<file path="src/rtl/tape_prefetch.sv">
// tape_prefetch: fetches tape image bytes from SDRAM during Z80 refresh
// windows (nRFSH low) and queues them for the tape player. This means the
// prefetcher never takes a memory cycle away from the CPU.
//
// Ports:
//   i_clk, i_reset      system clock, asynchronous active-high reset
//   i_start, i_size     restart from byte 0 with a new image length
//   i_nRFSH             Z80 refresh strobe, active low, synchronous to i_clk
//   o_mem_rd, o_mem_addr, i_mem_din   SDRAM read leg (muxed in while nRFSH low)
//   i_pop               consumer takes the head byte
//   o_dout, o_valid     show-ahead FIFO head and non-empty flag
//   o_level             FIFO occupancy
//   o_eof               every byte of the image has been fetched and popped
module tape_prefetch #(
    parameter int DEPTH     = 4,
    parameter int ADDR_W    = 25,
    parameter int ACK_DELAY = 7
) (
    input  logic                       i_clk,
    input  logic                       i_reset,
    input  logic                       i_start,
    input  logic [ADDR_W-1:0]          i_size,
    input  logic                       i_nRFSH,
    output logic                       o_mem_rd,
    output logic [ADDR_W-1:0]          o_mem_addr,
    input  logic [7:0]                 i_mem_din,
    input  logic                       i_pop,
    output logic [7:0]                 o_dout,
    output logic                       o_valid,
    output logic [$clog2(DEPTH+1)-1:0] o_level,
    output logic                       o_eof
);
    localparam int PTR_W = $clog2(DEPTH);
    localparam int LVL_W = $clog2(DEPTH+1);
    localparam int DLY_W = $clog2(ACK_DELAY+1);

    typedef enum logic [1:0] {IDLE, WAIT_RFSH, READ, WAIT_END} state_t;

    state_t              r_state;
    logic                r_rfsh;
    logic [DLY_W-1:0]    r_delay;
    logic [ADDR_W-1:0]   r_fetch_addr;
    logic [ADDR_W-1:0]   r_size_q;
    logic [7:0]          r_mem [DEPTH];
    logic [PTR_W-1:0]    r_wp;
    logic [PTR_W-1:0]    r_rp;
    logic [LVL_W-1:0]    r_level;

    logic w_fall;
    logic w_push;
    logic w_pop;
    logic w_can_fetch;

    assign w_fall      = r_rfsh & ~i_nRFSH;
    // Full is checked here, at fetch start, so a push can never overflow.
    assign w_can_fetch = (r_level < LVL_W'(DEPTH)) && (r_fetch_addr < r_size_q);
    // A push happens in the last cycle of a READ. The abort check for
    // nRFSH has no effect on that cycle.
    assign w_push      = (r_state == READ) && (r_delay == DLY_W'(1)) && !i_start;
    assign w_pop       = i_pop && (r_level != '0) && !i_start;

    assign o_dout  = r_mem[r_rp];
    assign o_valid = (r_level != '0);
    assign o_level = r_level;
    assign o_eof   = (r_state != IDLE) && (r_fetch_addr == r_size_q) && (r_level == '0);

    // Fetch FSM
    always_ff @(posedge i_clk or posedge i_reset) begin
        if (i_reset) begin
            r_state      <= IDLE;
            r_rfsh       <= 1'b1;
            r_delay      <= '0;
            r_fetch_addr <= '0;
            r_size_q     <= '0;
            o_mem_rd     <= 1'b0;
            o_mem_addr   <= '0;
        end else begin
            r_rfsh <= i_nRFSH;
            if (i_start) begin
                // Any in-flight read is dropped. Its data is never pushed.
                r_state      <= WAIT_RFSH;
                r_delay      <= '0;
                r_fetch_addr <= '0;
                r_size_q     <= i_size;
                o_mem_rd     <= 1'b0;
            end else begin
                case (r_state)
                    IDLE: ;
                    WAIT_RFSH: begin
                        if (w_fall && w_can_fetch) begin
                            o_mem_rd   <= 1'b1;
                            o_mem_addr <= r_fetch_addr;
                            r_delay    <= DLY_W'(ACK_DELAY);
                            r_state    <= READ;
                        end
                    end
                    READ: begin
                        r_delay <= r_delay - DLY_W'(1);
                        if (r_delay == DLY_W'(1)) begin
                            o_mem_rd     <= 1'b0;
                            r_fetch_addr <= r_fetch_addr + ADDR_W'(1);
                            r_state      <= WAIT_END;
                        end else if (i_nRFSH) begin
                            // The refresh window closed too early: the address
                            // is kept and this byte is fetched again later.
                            o_mem_rd <= 1'b0;
                            r_state  <= WAIT_RFSH;
                        end
                    end
                    WAIT_END: begin
                        // At most one fetch is done per refresh window.
                        if (i_nRFSH) r_state <= WAIT_RFSH;
                    end
                    default: r_state <= IDLE;
                endcase
            end
        end
    end

    // FIFO. Pointers wrap naturally because DEPTH is a power of two.
    always_ff @(posedge i_clk or posedge i_reset) begin
        if (i_reset) begin
            for (int i = 0; i < DEPTH; i++) r_mem[i] <= '0;
            r_wp    <= '0;
            r_rp    <= '0;
            r_level <= '0;
        end else if (i_start) begin
            r_wp    <= '0;
            r_rp    <= '0;
            r_level <= '0;
        end else begin
            if (w_push) begin
                r_mem[r_wp] <= i_mem_din;
                r_wp        <= r_wp + PTR_W'(1);
            end
            if (w_pop) r_rp <= r_rp + PTR_W'(1);
            case ({w_push, w_pop})
                2'b10:   r_level <= r_level + LVL_W'(1);
                2'b01:   r_level <= r_level - LVL_W'(1);
                default: ;
            endcase
        end
    end
endmodule

</file>
<file path="config.mk">
export PLATFORM = sky130hd
export DESIGN_NAME = tape_prefetch
export DESIGN_NICKNAME = d
export VERILOG_FILES = /design/src/rtl/tape_prefetch.sv
export SDC_FILE = /design/constraint.sdc
export NUM_CORES = 1
export LEC_CHECK = 0
export BUFFER_PORTS_ARGS = -buffer_cell sky130_fd_sc_hd__buf_4
export CAP_MARGIN = 20
export CORE_MARGIN = 1.5
export CORE_UTILIZATION = 45
export DETAILED_ROUTE_END_ITERATION = 10
export PLACE_DENSITY = 0.67
export SYNTH_ARGS = -nofsm -noshare
export SYNTH_HDL_FRONTEND = slang
export SYNTH_SLANG_ARGS = --single-unit
export TNS_END_PERCENT = 10
</file>
<file path="constraint.sdc">
create_clock -name i_clk -period 3.95 [get_ports i_clk]
set_input_delay 0.5925 -clock i_clk [delete_from_list [all_inputs] [get_ports i_clk]]
set_output_delay 0.5925 -clock i_clk [all_outputs]
set_load 0.005 [all_outputs]
</file>
==> Word level (Yosys, flattened, before mapping) <==
Index checks and enable logic that the tools add are counted.
{ "op_classes": {"shifts": 0, "n_reduce_logical": 26, "div": 0, "order_cmp": 5, "bitwise_logic": 5, "n_addsub": 6, "eq_ne": 9, "mul": 0, "muxes": 28} }
{ "op_table": {"columns": ["cell", "n"], "rows": [
  ["$mux W25", 3],
  ["$bwmux W32", 1],
  ["$add A25 B1 Y25 const B", 1],
  ["$eq A25 B25 Y1", 1],
  ["$lt A25 B25 Y1", 1],
  ["$mux W8", 3],
  ["$bmux W8 S2", 1],
  ["$demux W8 S2", 1],
  ["$mux W2", 8],
  ["$pmux W3 S2", 2],
  ["$reduce_bool A2 Y1", 5],
  ["$logic_and A1 B1 Y1", 9],
  ["$mux W3", 3],
  ["$reduce_bool A3 Y1", 3],
  ["$reduce_and A2 Y1", 4],
  ["$eq A2 B2 Y1 const B", 3],
  ["$ge A3 B3 Y1 const B", 2],
  ["$not A2 Y3", 2],
  ["$pmux W2 S3", 1],
  ["$reduce_and A3 Y1", 2],
  ["$sub A3 B1 Y3 const B", 2],
  ["$add A2 B1 Y2 const B", 2],
  ["$eq A2 B1 Y1 const B", 2],
  ["$mux W1", 4],
  ["other kinds (12)", 13]
]} }
{ "word_totals": {"mem_bits_rw": 0, "n_memories": 0, "out_inout_bits": 39, "rom_bits": 0, "in_bits": 38, "latch_bits": 0, "ff_bits": 121} }

==> Depth between registers and ports, before layout <==
{ "depth": {"word_depth": 6, "ltp_mapped": 10} }

==> Worst setup path before layout <==
Ideal clock, no wire load.
{ "synth_path": {"kind": "flip-flop to flip-flop", "startpoint": "reg r_fetch_addr[10]", "endpoint": "reg o_mem_addr[10]", "path_buffers": 2, "arrival_ns": 2.347, "slack_ns": 1.478, "path_stages_with_launch": 10, "t_required_ns": 3.825, "synth_period_minus_slack_ns": 2.472, "setup_time_ns": 0.125, "path_cell_list": "dfrtp_1 > ha_1 > a21o_1 > a221o_1 > a22oi_1 > and4_1 > and4b_1 > buf_6 > buf_12 > mux2_4"} }
{ "synth_via": {"elab_chain_cells": 4} }
{ "synth_lines": {"columns": ["element", "line", "text"], "rows": [
  ["start, declared", "42", "logic [ADDR_W-1:0] r_fetch_addr;"],
  ["start signal, assigned", "101", "r_fetch_addr <= r_fetch_addr + ADDR_W'(1);"],
  ["$lt A25 B25 Y1", "56", "assign w_can_fetch = (r_level < LVL_W'(DEPTH)) && (r_fetch_addr < r_size_q);"],
  ["$logic_and A1 B1 Y1", "56", null],
  ["$logic_and A1 B1 Y1", "90", "if (w_fall && w_can_fetch) begin"],
  ["$reduce_and A3 Y1 (no source line)", null, null],
  ["end signal, assigned", "92", "o_mem_addr <= r_fetch_addr;"],
  ["end, declared", "25", "output logic [ADDR_W-1:0] o_mem_addr,"]
]} }
Several ways; a longest one is shown, not always the timed one.
A chain may end at the register's enable or synchronous reset.

==> Worst setup path in the final report <==
{ "layout_path": {"startpoint": "reg r_fetch_addr[12]", "endpoint": "reg o_mem_addr[13]"} }
{ "layout_via": {"elab_chain_cells": 4} }
{ "layout_lines": {"columns": ["element", "line"], "rows": [
  ["$lt A25 B25 Y1", "56"],
  ["$logic_and A1 B1 Y1", "56"],
  ["$logic_and A1 B1 Y1", "90"],
  ["$reduce_and A3 Y1 (no source line)", null]
]} }
No other way between the ends.

==> flow_results.org <==
** Outcome
- The flow ran to the end, and the final reports show no timing, DRC or antenna violations.

** STA
- Summed negative setup slack over all endpoints :: 0 ps
- Clk_skew :: 8.87 ps
- Endpoints failing setup :: 0
- RSZ-0062 raised after global routing :: no
- Actual transition at the worst max-transition pin :: 941 ps
- Number of endpoints with negative hold slack in the final report :: 0
- Ratio of final minimum period to clock period :: 0.782
- Max Slew Vio Count :: 0
- Worst Hold Margin :: 325 ps
- For this run, the top clock speed supported by timing is 0.324 GHz.
- Slew Limit Headroom :: 0.373
- The routed design could run at a clock period as short as 3090 ps.

** Drt
- The pre-antenna-repair detailed-routing pass consisted of 4 iterations.
- Vias per cell :: 5.23
- After detailed routing, the number of remaining DRC violations is 0.
- Final ANT Viol Nets :: 0
- After detailed routing, the average wire length per cell comes to 16.1 µm.
- Via count :: 4064
- Total wire length after detailed routing :: 12500 µm
- DRC violation total after the first TritonRoute iteration :: 213

** Place
- Half-perimeter wire length after detailed placement :: 8630 µm
- Port buffer count :: 76
- RD Place Congestion :: 0.793
- Summing all placed instances gives a cell area of 6650 µm².

** Floorplanning
- Total number of placement rows :: 41
- Floorplan die height :: 118 µm
- The die covers 13900 µm².
- Measured along the x axis, the die boundary spans 118 µm.
- 77 I/O pins were placed.
- Effective utilization at floorplan :: 0.466
- The core region is 12700 µm².

** Pwr
- Share of total power consumed by net switching :: 0.227
- The share of total power dissipated in the clock network is 0.501.
- Worst IR drop on VDD :: 0.000248 V
- Static leakage :: 3.56 nW
- Summing internal, switching and leakage power gives 3.12 mW.
- Reported net switching power :: 0.709 mW
- Combinational share of power :: 0.078
- Internal power comes to 2.41 mW.
- Relative contribution of sequential cells to total power :: 0.421
- Power per Cell Area :: 430 nW/µm²

** Layout
- The net count of the finished layout is 663.
- Most frequent cells in the layout :: sky130_fd_sc_hd__dfrtp_1, sky130_fd_sc_hd__buf_4, sky130_fd_sc_hd__nand2_1
- Of the cells placed in the final design, the portion with a size suffix greater than 1 is 0.309.
- Compared with the post-synthesis result, the final layout area differs by 22.2%.
- Ant diodes :: 0
- Summing all non-filler instances in the final layout gives an area of 7250 µm².
- Most common cell after layout, fill and taps aside :: sky130_fd_sc_hd__dfrtp_1

** GRT
- For this run, the total global-route usage over all layers was measured as 0.198.
- First-pass GRT wire length :: 21500 µm
- Pin count of the biggest net entering global routing :: 76
- Vias in the first global route :: 4219
- After global routing the overflow that remains totals 0.
- Number of antenna violations at the first check in global routing :: 0

** Worst hold path
- Along the worst hold path, the cell count comes to 1.
- The min-delay analysis places its worst path in the category input port to flop.
- Hold endpoint :: r_rfsh
- Worst Min Path Start :: i_nRFSH

** Yosys
- Synthesis warning total :: 0
- Syn avg cell area :: 11.6 µm²
- For this run, the leading register cell type out of synthesis is sky130_fd_sc_hd__dfrtp_1.
- For this run, the register share of the synthesized area comes to 0.511.
- After synthesis, the netlist uses 49 different library cells.
- The synthesized design contains 0 enable-type register cells.
- The synthesized design contains 121 register bits.
- Post-Synthesis Cell Area :: 5930 µm²
- Of all flip-flops after synthesis, the portion carrying an async set or reset was 1.00.
- Nets in the synthesized netlist :: 583
- Cells after synthesis :: 512

** Clock tree
- CTS tree :: built
- For this design, the CTS-stage hold fixing added 0 buffers.
- Buffers inserted by post-CTS timing repair :: 0
- For the worst-skew pair, the clock arrives at the later sink with an insertion delay of 410 ps.
- No sink is reached through more buffers than the 2 on the longest clock path.
- Clock-pin slew was measured on the worst setup and hold paths at 50 ps.
- The cell sitting at the root of the clock tree is a sky130_fd_sc_hd__clkbuf_16.
- Clock H-tree levels :: 4
- Once the clock tree was built, the resizer swapped 0 gates to a different size.
- Num CTS Buffers :: 17
- CTS saw 121 sinks.

** Worst setup path
- Max incr delay on CP :: 440 ps
- Setup crit start kind :: flop
- Largest delay contributor family on the critical path :: simple AND/OR/NAND/NOR gates
- Endpoint kind of the worst setup timing path :: flop
- In this run the critical register-to-register path is captured at o_mem_addr[13].
- The number of cells on the worst reg-to-reg path is 8.
- STA puts the critical path data arrival time at 3390 ps.
- Master of the slowest instance on the critical path :: sky130_fd_sc_hd__dfrtp_1
- Series of cell instances along the critical path :: ha_1 > and2_0 > a221o_1 > a22oi_1 > and4_1 > and4b_1 > buf_4 > mux2_2
- Setup Crit Path Kind :: flop to flop
- Critical path fanouts, max :: 23
- Reg2Reg Launch Point :: r_fetch_addr[12]
- At the worst endpoint, the required time is 4250 ps.
- Slack of the worst reg-to-reg path :: 860 ps
- The number of buffers and inverters on the critical path is 1.

** Run
- Max-cap violations :: 0
-- per-layer routing --
layer / GRT usage / vias to the layer above / part of all wire
met5: 0 / - / 0
met4: 0.0732 / 0 / 0.020
li1: - / 1943 / -
met1: 0.273 / 1994 / 0.48
met3: 0.0572 / 16 / 0.047
met2: 0.297 / 111 / 0.46
-- power by group through the flow --
stage / clock network, mW / logic [mW] / registers (mW)
floorplan: 0 / 0.165 / 1.32
global placement: 0 / 0.238 / 1.33
detailed placement: 0 / 0.248 / 1.34
CTS: 1.60 / 0.249 / 1.31
global route: 1.66 / 0.278 / 1.32
finish: 1.56 / 0.245 / 1.31
-- sequential cells by signal (all words and copies together), names as in the netlist --
register,count
r_mem,32
o_mem_addr,25
r_fetch_addr,25
r_size_q,25
o_level,3
r_delay,3
r_rp,2
r_state,2
r_wp,2
o_mem_rd,1
r_rfsh,1
-- area by class of cell --
type                    count  area, µm²
clock buffers              19        453
clock inverters            13        151
fillers                  1102       5470
inverters                  35        134
multi-input cells         337       2660
flip-flops and latches    121       3030
well taps                 172        215
repair buffers             80        613
-- cells in the mapped netlist, types with 3 or more instances --
library cell,n,area (µm²)
sky130_fd_sc_hd__a21oi_1,17,85.1
sky130_fd_sc_hd__a31oi_1,3,18.8
sky130_fd_sc_hd__and3_1,3,18.8
sky130_fd_sc_hd__and4_1,3,26.3
sky130_fd_sc_hd__buf_2,4,20.0
sky130_fd_sc_hd__clkbuf_1,12,45.0
sky130_fd_sc_hd__dfrtp_1,120,3000
sky130_fd_sc_hd__ha_1,32,400
sky130_fd_sc_hd__inv_1,35,131
sky130_fd_sc_hd__mux2_2,39,439
sky130_fd_sc_hd__mux2_4,19,285
sky130_fd_sc_hd__mux4_2,8,180
sky130_fd_sc_hd__nand2_1,55,206
sky130_fd_sc_hd__nand3_1,15,75.1
sky130_fd_sc_hd__nand4_1,10,62.6
sky130_fd_sc_hd__nor2_1,31,116
sky130_fd_sc_hd__nor2b_1,3,18.8
sky130_fd_sc_hd__nor3_1,6,30.0
sky130_fd_sc_hd__nor4_1,4,25.0
sky130_fd_sc_hd__o21ai_0,31,155
sky130_fd_sc_hd__or3_1,6,37.5
sky130_fd_sc_hd__xnor2_1,11,96.3
sky130_fd_sc_hd__xor2_1,14,123
-- cells by family after synthesis --
logic type / after synthesis / synth area share
AOI/OAI and AO/OA: 63 / 0.0605
xor gates and xnor gates: 25 / 0.0369
adders and majority gates: 33 / 0.0709
buffers and inverters: 54 / 0.0418
DFF: 121 / 0.511
muxes: 67 / 0.154
and+or+nand+nor: 149 / 0.125
-- per-stage QoR --
stage                     utilization  std cells  worst slack [ps]
after floorplan                     -        512               145
after global placement          0.523        745              1040
after detailed placement        0.523        745               891
after CTS                       0.570        777               855
after global routing            0.570        777               664
final                           0.570        777               861
-- worst max-delay path by stage --
stage	cells past startpoint	to	startpoint
after detailed placement	8	o_mem_addr[24]	r_fetch_addr[10]
final	8	o_mem_addr[13]	r_fetch_addr[12]
after floorplan	1	o_level[0]	i_reset
after CTS	8	o_mem_addr[13]	r_fetch_addr[12]
after global placement	8	o_mem_addr[24]	r_fetch_addr[10]
after global routing	8	o_mem_addr[13]	r_fetch_addr[12]
Power figures use the tool's default switching activity.
